`config.mk`:
```
export PLATFORM = sky130hd
export DESIGN_NAME = dlx_fetch
export DESIGN_NICKNAME = d
export VERILOG_FILES = /design/src/rtl/dlx_pkg.sv /design/src/rtl/fetch_skid_fifo.sv /design/src/rtl/dlx_fetch.sv
export SDC_FILE = /design/constraint.sdc
export NUM_CORES = 1
export LEC_CHECK = 0
export ABC_AREA = 1
export CAP_MARGIN = 25
export CORE_MARGIN = 5
export CORE_UTILIZATION = 53
export DETAILED_ROUTE_END_ITERATION = 6
export HOLD_SLACK_MARGIN = 0.06
export PLACE_DENSITY_LB_ADDON = 0.05
export SLEW_MARGIN = 10
export SYNTH_ARGS = -nofsm -noshare
export SYNTH_HDL_FRONTEND = slang
export SYNTH_SLANG_ARGS = --single-unit
```
`constraint.sdc`:
```
create_clock -name clk -period 2.3 [get_ports clk]
set_input_delay 0.23 -clock clk [delete_from_list [all_inputs] [get_ports clk]]
set_output_delay 0.23 -clock clk [all_outputs]
set_load 0.005 [all_outputs]
```
`src/rtl/dlx_pkg.sv`:
```
// Shared DLX constants: instruction geometry, default datapath widths and reset PC.
// Used by fetch, decode and the ROM test harness.
package dlx_pkg;

  localparam int          INSTR_BYTES    = 4;
  localparam int          PC_ALIGN_BITS  = 2;
  localparam int          DLX_DATA_WIDTH = 32;
  localparam int          DLX_ADDR_WIDTH = 32;
  localparam logic [31:0] DLX_RESET_PC   = 32'h0;

endpackage

```
`src/rtl/fetch_skid_fifo.sv`:
```
// Two-entry skid FIFO between the instruction ROM and decode.
// Entry 0 is the head register and drives the stage outputs directly; flush dominates push/pop.
module fetch_skid_fifo #(
  parameter int WIDTH = 96
) (
  input  logic             clk,
  input  logic             rst_n,
  input  logic             push,
  input  logic             pop,
  input  logic             flush,
  input  logic [WIDTH-1:0] din,
  output logic [WIDTH-1:0] head,
  output logic [1:0]       count
);

  logic [WIDTH-1:0] slot1;
  logic             do_pop;
  logic             do_push;

  always_comb begin
    do_pop  = pop && (count != 2'd0);
    do_push = push && ((count != 2'd2) || do_pop);
  end

  always_ff @(posedge clk) begin
    if (!rst_n) begin
      count <= 2'd0;
      head  <= '0;
      slot1 <= '0;
    end else if (flush) begin
      count <= 2'd0;
    end else begin
      if (do_pop) begin
        // Popping a full FIFO shifts the second entry into the head slot.
        if (count == 2'd2) head <= slot1;
        if (do_push) begin
          if (count == 2'd2) slot1 <= din;
          else               head  <= din;
        end
      end else if (do_push) begin
        if (count == 2'd0) head  <= din;
        else               slot1 <= din;
      end
      count <= count + {1'b0, do_push} - {1'b0, do_pop};
    end
  end

endmodule

```
`src/rtl/dlx_fetch.sv`:
```
// DLX instruction-fetch stage: PC tracking, synchronous ROM request issue, redirect squash,
// and a 2-entry skid buffer presenting {instr, pc, npc} to decode.
//
// Handshake: decode consumes the head when if_valid & id_ready are both high at a posedge;
// while if_valid is high and id_ready low, if_* hold steady.
module dlx_fetch
  import dlx_pkg::*;
#(
  parameter int                    DATA_WIDTH = DLX_DATA_WIDTH,
  parameter int                    ADDR_WIDTH = DLX_ADDR_WIDTH,
  parameter logic [ADDR_WIDTH-1:0] RESET_PC   = ADDR_WIDTH'(DLX_RESET_PC)
) (
  input  logic                  clk,
  input  logic                  rst_n,
  input  logic                  halt,
  output logic                  rom_rd_ena,
  output logic [ADDR_WIDTH-1:0] rom_address,
  input  logic [DATA_WIDTH-1:0] rom_data,
  input  logic                  redirect_valid,
  input  logic [ADDR_WIDTH-1:0] redirect_pc,
  input  logic                  id_ready,
  output logic                  if_valid,
  output logic [DATA_WIDTH-1:0] if_instr,
  output logic [ADDR_WIDTH-1:0] if_pc,
  output logic [ADDR_WIDTH-1:0] if_npc
);

  localparam int                    PKT_W   = DATA_WIDTH + 2 * ADDR_WIDTH;
  localparam logic [ADDR_WIDTH-1:0] STEP    = ADDR_WIDTH'(INSTR_BYTES);
  localparam logic [ADDR_WIDTH-1:0] PC_MASK = ~ADDR_WIDTH'(INSTR_BYTES - 1);

  logic [ADDR_WIDTH-1:0] fetch_pc;
  logic [ADDR_WIDTH-1:0] req_pc_q;
  logic                  req_q;
  logic [ADDR_WIDTH-1:0] issue_pc;
  logic                  issue;
  logic                  pop;
  logic                  push;
  logic [1:0]            fifo_count;
  logic [2:0]            occ;
  logic [PKT_W-1:0]      fifo_din;
  logic [PKT_W-1:0]      fifo_head;

  assign if_valid = (fifo_count != 2'd0);
  assign {if_instr, if_pc, if_npc} = fifo_head;

  always_comb begin
    pop      = if_valid & id_ready;
    occ      = {1'b0, fifo_count} + {2'b00, req_q};
    issue_pc = redirect_valid ? (redirect_pc & PC_MASK) : fetch_pc;
    // Occupancy counts the in-flight word, so buffered + pending never exceeds two.
    issue    = rst_n & (redirect_valid |
                        (!halt & ((occ < 3'd2) | ((occ == 3'd2) & pop))));
    // A response arriving while a redirect is taken belongs to the wrong path.
    push     = req_q & !redirect_valid;
    fifo_din = {rom_data, req_pc_q, req_pc_q + STEP};
  end

  assign rom_rd_ena  = issue;
  assign rom_address = issue_pc >> PC_ALIGN_BITS;

  always_ff @(posedge clk) begin
    if (!rst_n) begin
      fetch_pc <= RESET_PC;
      req_pc_q <= '0;
      req_q    <= 1'b0;
    end else begin
      req_q <= issue;
      if (issue) begin
        req_pc_q <= issue_pc;
        fetch_pc <= issue_pc + STEP;
      end
    end
  end

  fetch_skid_fifo #(
    .WIDTH (PKT_W)
  ) u_fifo (
    .clk   (clk),
    .rst_n (rst_n),
    .push  (push),
    .pop   (pop),
    .flush (redirect_valid),
    .din   (fifo_din),
    .head  (fifo_head),
    .count (fifo_count)
  );

endmodule

```
# Yosys cells after proc, flatten, opt, wreduce, memory -nomap -nowiden
# Index checks and enable logic that the tools add are counted.
[totals] reg_bits=259 rom_bits=0 elab_cells=50 memories=0 mem_bits_rw=0 latch_bits=0
[classes] mux=12 bitwise_logic=9 n_mul=0 magnitude_cmp=1 add_sub_neg=5 n_div=0 shifts=0 n_reduce_logical=12 eq_ne=5
[op_table] cell="two-way mux 96 bit" n=11
[op_table] cell="adder 32 x 3 -> 32 bit (second input constant)" n=2
[op_table] cell="two-way mux 32 bit" n=1
[op_table] cell="nonzero test 2 bit" n=3
[op_table] cell="bitwise AND 1 bit" n=5
[op_table] cell="!= test 2 bit (second input constant)" n=2
[op_table] cell="AND reduction 4 bit" n=1
[op_table] cell="adder 2 x 1 -> 3 bit" n=1
[op_table] cell="equality test 3 x 2 -> 1 bit (second input constant)" n=1
[op_table] cell="< comparator 3 x 2 -> 1 bit (second input constant)" n=1
[op_table] cell="AND reduction 3 bit" n=1
[op_table] cell="adder 2 x 1 -> 2 bit" n=1
[op_table] cell="equality test 2 bit (second input constant)" n=1
[op_table] cell="logical AND 1 bit" n=2
[op_table] cell="logical NOT 1 bit" n=2
[op_table] cell="logical NOT 2 bit" n=1
[op_table] cell="!= test 2 x 1 -> 1 bit (second input constant)" n=1
[op_table] cell="inverter 1 bit" n=2
[op_table] cell="bitwise OR 1 bit" n=2
[op_table] cell="OR reduction 2 bit" n=1
[op_table] cell="subtractor 2 x 1 -> 2 bit" n=1
[op_table] cell="logical OR 1 bit" n=1

# Depth between registers and ports, before layout
[logic_depth] word_depth=7 depth_mapped=16 mapped_depth_nobuf=16

# By module
# A second synthesis with hierarchy kept.
[hier_totals] cells_unflattened=2391 hier_area_um2=15092.0
[modules_own_cells] mod="fetch_skid_fifo" seq_area_each_um2=3883.7 area_each_um2=10780.3 cells_per_inst=1719 n_inst=1
[modules_own_cells] mod="dlx_fetch" seq_area_each_um2=1221.2 area_each_um2=4311.6 cells_per_inst=672 n_inst=1

# Worst setup path after synthesis
# Ideal clock, no wire load.
[synth_path] kind="reg2reg" start="reg u_fifo.count[0]" end="reg u_fifo.count[1]" path_stages_with_launch=11 n_path_buf=2 setup_slack_ns=0.257 setup_ns=0.060 synth_period_minus_slack_ns=2.043 required_ns=2.240 t_arrival_ns=1.983 path_cell_list="dfxtp_1 -> nor2_1 -> nor2_4 -> buf_2 -> buf_1 -> ha_1 -> inv_1 -> ha_1 -> xnor2_1 -> xor2_1 -> and3_1"
[synth_via] elab_chain_len=7 elab_cells_between_ends=8 cone_classes="add/sub: 2; eq/ne: 1; bitwise: 1; reduce/logical: 4"
[synth_rtl] element="start: declaration" line_no="fetch_skid_fifo.sv:13" rtl="output logic [1:0] count"
[synth_rtl] element="start signal: assignment" line_no="fetch_skid_fifo.sv:44" rtl="count <= count + {1'b0, do_push} - {1'b0, do_pop};"
[synth_rtl] element="nonzero test 2 bit" line_no="fetch_skid_fifo.sv:21, dlx_fetch.sv:44"
[synth_rtl] element="bitwise AND 1 bit" line_no="dlx_fetch.sv:48" rtl="pop = if_valid & id_ready;"
[synth_rtl] element="logical AND 1 bit" line_no="fetch_skid_fifo.sv:21" rtl="do_pop = pop && (count != 2'd0);"
[synth_rtl] element="logical OR 1 bit" line_no="fetch_skid_fifo.sv:22" rtl="do_push = push && ((count != 2'd2) || do_pop);"
[synth_rtl] element="logical AND 1 bit" line_no="fetch_skid_fifo.sv:22"
[synth_rtl] element="adder 2 x 1 -> 2 bit" line_no="fetch_skid_fifo.sv:44"
[synth_rtl] element="subtractor 2 x 1 -> 2 bit *" line_no="fetch_skid_fifo.sv:44"
# Mark *: on every way between the ends. The rest lies on a longest branch, timed or not.
# A chain may end at the register's enable or synchronous reset.

# Final worst setup path
[layout_path] start="reg fetch_pc[30]" end="out rom_address[28]"
[layout_via] elab_chain_len=1
[layout_rtl] element="start: declaration" line_no="dlx_fetch.sv:32" rtl="logic [ADDR_WIDTH-1:0] fetch_pc;"
[layout_rtl] element="start signal: assignment" line_no="dlx_fetch.sv:71" rtl="fetch_pc <= issue_pc + STEP;"
[layout_rtl] element="two-way mux 32 bit" line_no="dlx_fetch.sv:50" rtl="issue_pc = redirect_valid ? (redirect_pc & PC_MASK) : fetch_pc;"
[layout_rtl] element="end: declaration" line_no="dlx_fetch.sv:17" rtl="output logic [ADDR_WIDTH-1:0] rom_address,"
# Every way passes these cells.

==> results.sh <==
export IMPL_clk_latency_ns=0.56
export IMPL_routed_wl_um=42600
export IMPL_worstSetupPathType="flop to output pin"
export IMPL_maxCapViolCount=0
export IMPL_die_h_um=167
export IMPL_critical_path_arrival_ns=2.00
export IMPL_ys_types=53
export IMPL_fin_skew_ns=0.0182
export IMPL_drive_gt1_frac=0.114
export IMPL_rsz0062_at_grt="yes"
export IMPL_grt_total_usage=0.292
export IMPL_final_hold_violation_count=0
export IMPL_register_area_mm2=0.00503
export IMPL_synth_main_ff_cell="dfxtp_1"
export IMPL_cellLeakagePower_nw=6.24
export IMPL_final_common_cell="nand2_1"
export IMPL_cts_reportedPaths_clkPinSlew_ns=0.06
export IMPL_setup_tns_ns=0
export IMPL_grt_pass1_vias=12700
export IMPL_postLayoutCellArea_mm2=0.0165
export IMPL_multi_input_area_mm2=0.00684
export IMPL_place_gp_congestion=0.948
export IMPL_slew_violations=0
export IMPL_setup_viol=0
export IMPL_synth_avg_cell_area_um2=7.07
export IMPL_wl_per_cell_um=18.0
export IMPL_hold_path_class="input pin to flop"
export IMPL_first_iter_violations=1361
export IMPL_layout_common_cells="nand2_1, dfxtp_1, clkdlybuf4s50_1"
export IMPL_tightest_slew_ns=0.734
export IMPL_cpPeakStageDelay_ns=0.50
export IMPL_slowest_stage="o21ai_0"
export IMPL_placedInstanceArea_mm2=0.0155
export IMPL_async_reset_ff_frac=0
export IMPL_initial_core_util=0.538
export IMPL_cts_buffer_depth=3
export IMPL_post_route_period_util=0.970
export IMPL_dieWidth_um=167
export IMPL_synthCells=1845
export IMPL_htreeDepth=1
export IMPL_yosysTopAreaCell="dfxtp_1"
export IMPL_p_total_mw=11.2
export IMPL_routed_via_density=5.69
export IMPL_dr_pass1_iters=5
export IMPL_grt_pass1_wl_um=68400
export IMPL_core_region_area_mm2=0.0242
export IMPL_cp_max_fo=4
export IMPL_rows=57
export IMPL_fin_crit_ns=2.23
export IMPL_route_detailed_drc=0
export IMPL_final_antenna_net_count=0
export IMPL_cp_required_ns=2.07
export IMPL_vias=13500
export IMPL_yosysTopAreaCellShare=0.385
export IMPL_slew_headroom=0.505
export IMPL_areaGrowthSynthToFinish_pct=26.5
export IMPL_power_density_mw_per_mm2=678
export IMPL_port_buffers=194
export IMPL_start_kind="flop"
export IMPL_ir_drop_mv=0.630
export IMPL_status="finished, final reports clean"
export IMPL_cp_num_buf_inv=2
export IMPL_max_freq_ghz=0.448
export IMPL_synth_seq_cells=251
export IMPL_path_cells="o21ai_0, inv_1, clkdlybuf4s50_1"
export IMPL_root_buffer="clkbuf_16"
export IMPL_ioPinCount=199
export IMPL_synth_edff_count=0
export IMPL_yosysSeqAreaShare=0.385
export IMPL_nFillCells=2138
export IMPL_endpoint_kind="output pin"
export IMPL_antenna_found_initial=0
export IMPL_synth_area_mm2=0.0130
export IMPL_cts_sinks=251
export IMPL_dp_hpwl_um=29000
export IMPL_cts_tree="done"
export IMPL_fin_nets=2098
export IMPL_critPathTopFamily="buffers and inverters"
export IMPL_die_area_mm2=0.0279
export IMPL_ys_warn_count=0
export IMPL_gr_total_overflow=0
export IMPL_n_antenna_cell=0
export IMPL_ys_top_cells_by_area="dfxtp_1, nand2_1, a21oi_1"
export IMPL_grt_start_max_net_pins=112
export IMPL_numCtsBuffers=27
synth_stat cells (3+ instances only):
library cell	number
buf_4	15
o2111ai_1	8
buf_1	7
nand2_2	17
buf_2	32
xor2_1	21
ha_1	7
or2_2	18
nor3_1	17
o211ai_1	59
nor2_1	171
o21bai_1	3
nor3_2	3
a41oi_1	26
nand2_1	413
nand4_1	10
o22ai_1	45
a21oi_1	138
nor2_2	8
inv_2	11
clkbuf_1	65
inv_1	144
a211oi_1	29
buf_6	7
dfxtp_1	251
o21ai_1	11
a31oi_1	5
o31ai_1	12
nand3_1	105
a211oi_2	18
nor2_4	6
o21ai_2	5
o21ai_0	133
cell families (layout without fill, tap and decap cells):
kind of cell	count (synthesis)	after routing	share of synthesized area
AND/OR/NAND/NOR	776	776	0.255
AO/OA/AOI/OAI	504	504	0.244
buffers and inverters	284	481	0.0939
flip-flops	251	251	0.385
XOR/XNOR	22	22	0.0148
adder cells (fa/ha/maj)	7	7	0.00671
other	1	2	0.000287
final cells by class:
cell class	count	area share
clock buffer	37	0.0469
sequential	251	0.305
tap	324	0.0246
inverter	158	0.0367
clock inverter	13	0.00978
timing repair buffer	273	0.163
multi-input combinational	1311	0.415
path summary, 6_finish.rpt:
check,start,endpoint,slack (ns),cells past startpoint
hold / removal,redirect_valid,req_pc_q[3]$_SDFFE_PN0P_,0.28,5
hold reg to reg,u_fifo.head[33]$_SDFFE_PN0P_,u_fifo.head[33]$_SDFFE_PN0P_,0.43,2
setup / recovery,fetch_pc[30]$_SDFFE_PN0P_,rom_address[28],0.07,3
setup reg to reg,req_pc_q[3]$_SDFFE_PN0P_,u_fifo.head[18]$_SDFFE_PN0P_,0.15,9
power breakdown:
part	total (mW)	internal [mW]	switching, mW	leakage [nW]
sequential	4.77	4.58	0.188	2.05
combinational	1.84	0.801	1.04	3.73
clock	4.58	2.70	1.88	0.465
total	11.2	8.08	3.11	6.24
worst register-to-register path, stage by stage (launching register included):
cell and delay (ns):
dfxtp_1 0.42, ha_1 0.22, nand3_1 0.13, nor2_2 0.14, nand3_1 0.21, nor2_1 0.32, xor2_1 0.35, nand2_1 0.09
nand2_1 0.10, a21oi_1 0.06
what timing repair did:
item / 4_1_cts / 5_1_grt
pin swaps: 6 / 7
buffers inserted: 5 / 0
hold buffers: 1 / 0
endpoints found under the hold margin: 11 / 0
setup endpoints to repair: 1 / 3
gates resized for setup: 12 / 4
cloned: 0 / 0
metrics by stage:
stage               hold WS, ns  instances  worst slack [ns]  utilization
floorplan                 0.388       1846             0.257            -
global placement          0.420       2311            0.0735        0.638
detailed placement        0.424       2311            0.0795        0.638
CTS                       0.264       2367          -0.00680        0.680
global route              0.303       2367           -0.0364        0.680
finish                    0.280       2367            0.0695        0.680
sequential cells by signal, indices dropped and copies added (netlist names):
register      count
fetch_pc         30
req_pc_q         30
req_q             1
u_fifo.count      2
u_fifo.head      96
u_fifo.slot1     92
routing by layer:
layer / routed length (µm) / up-vias / part of all wire / track usage
li1: - / 6621 / - / -
met1: 18800 / 6261 / 0.44 / 0.400
met2: 19700 / 505 / 0.46 / 0.478
met3: 2810 / 75 / 0.066 / 0.0427
met4: 1290 / 0 / 0.030 / 0.0921
met5: 0 / - / 0 / 0
Note: power is estimated with default switching activity, not from simulation.
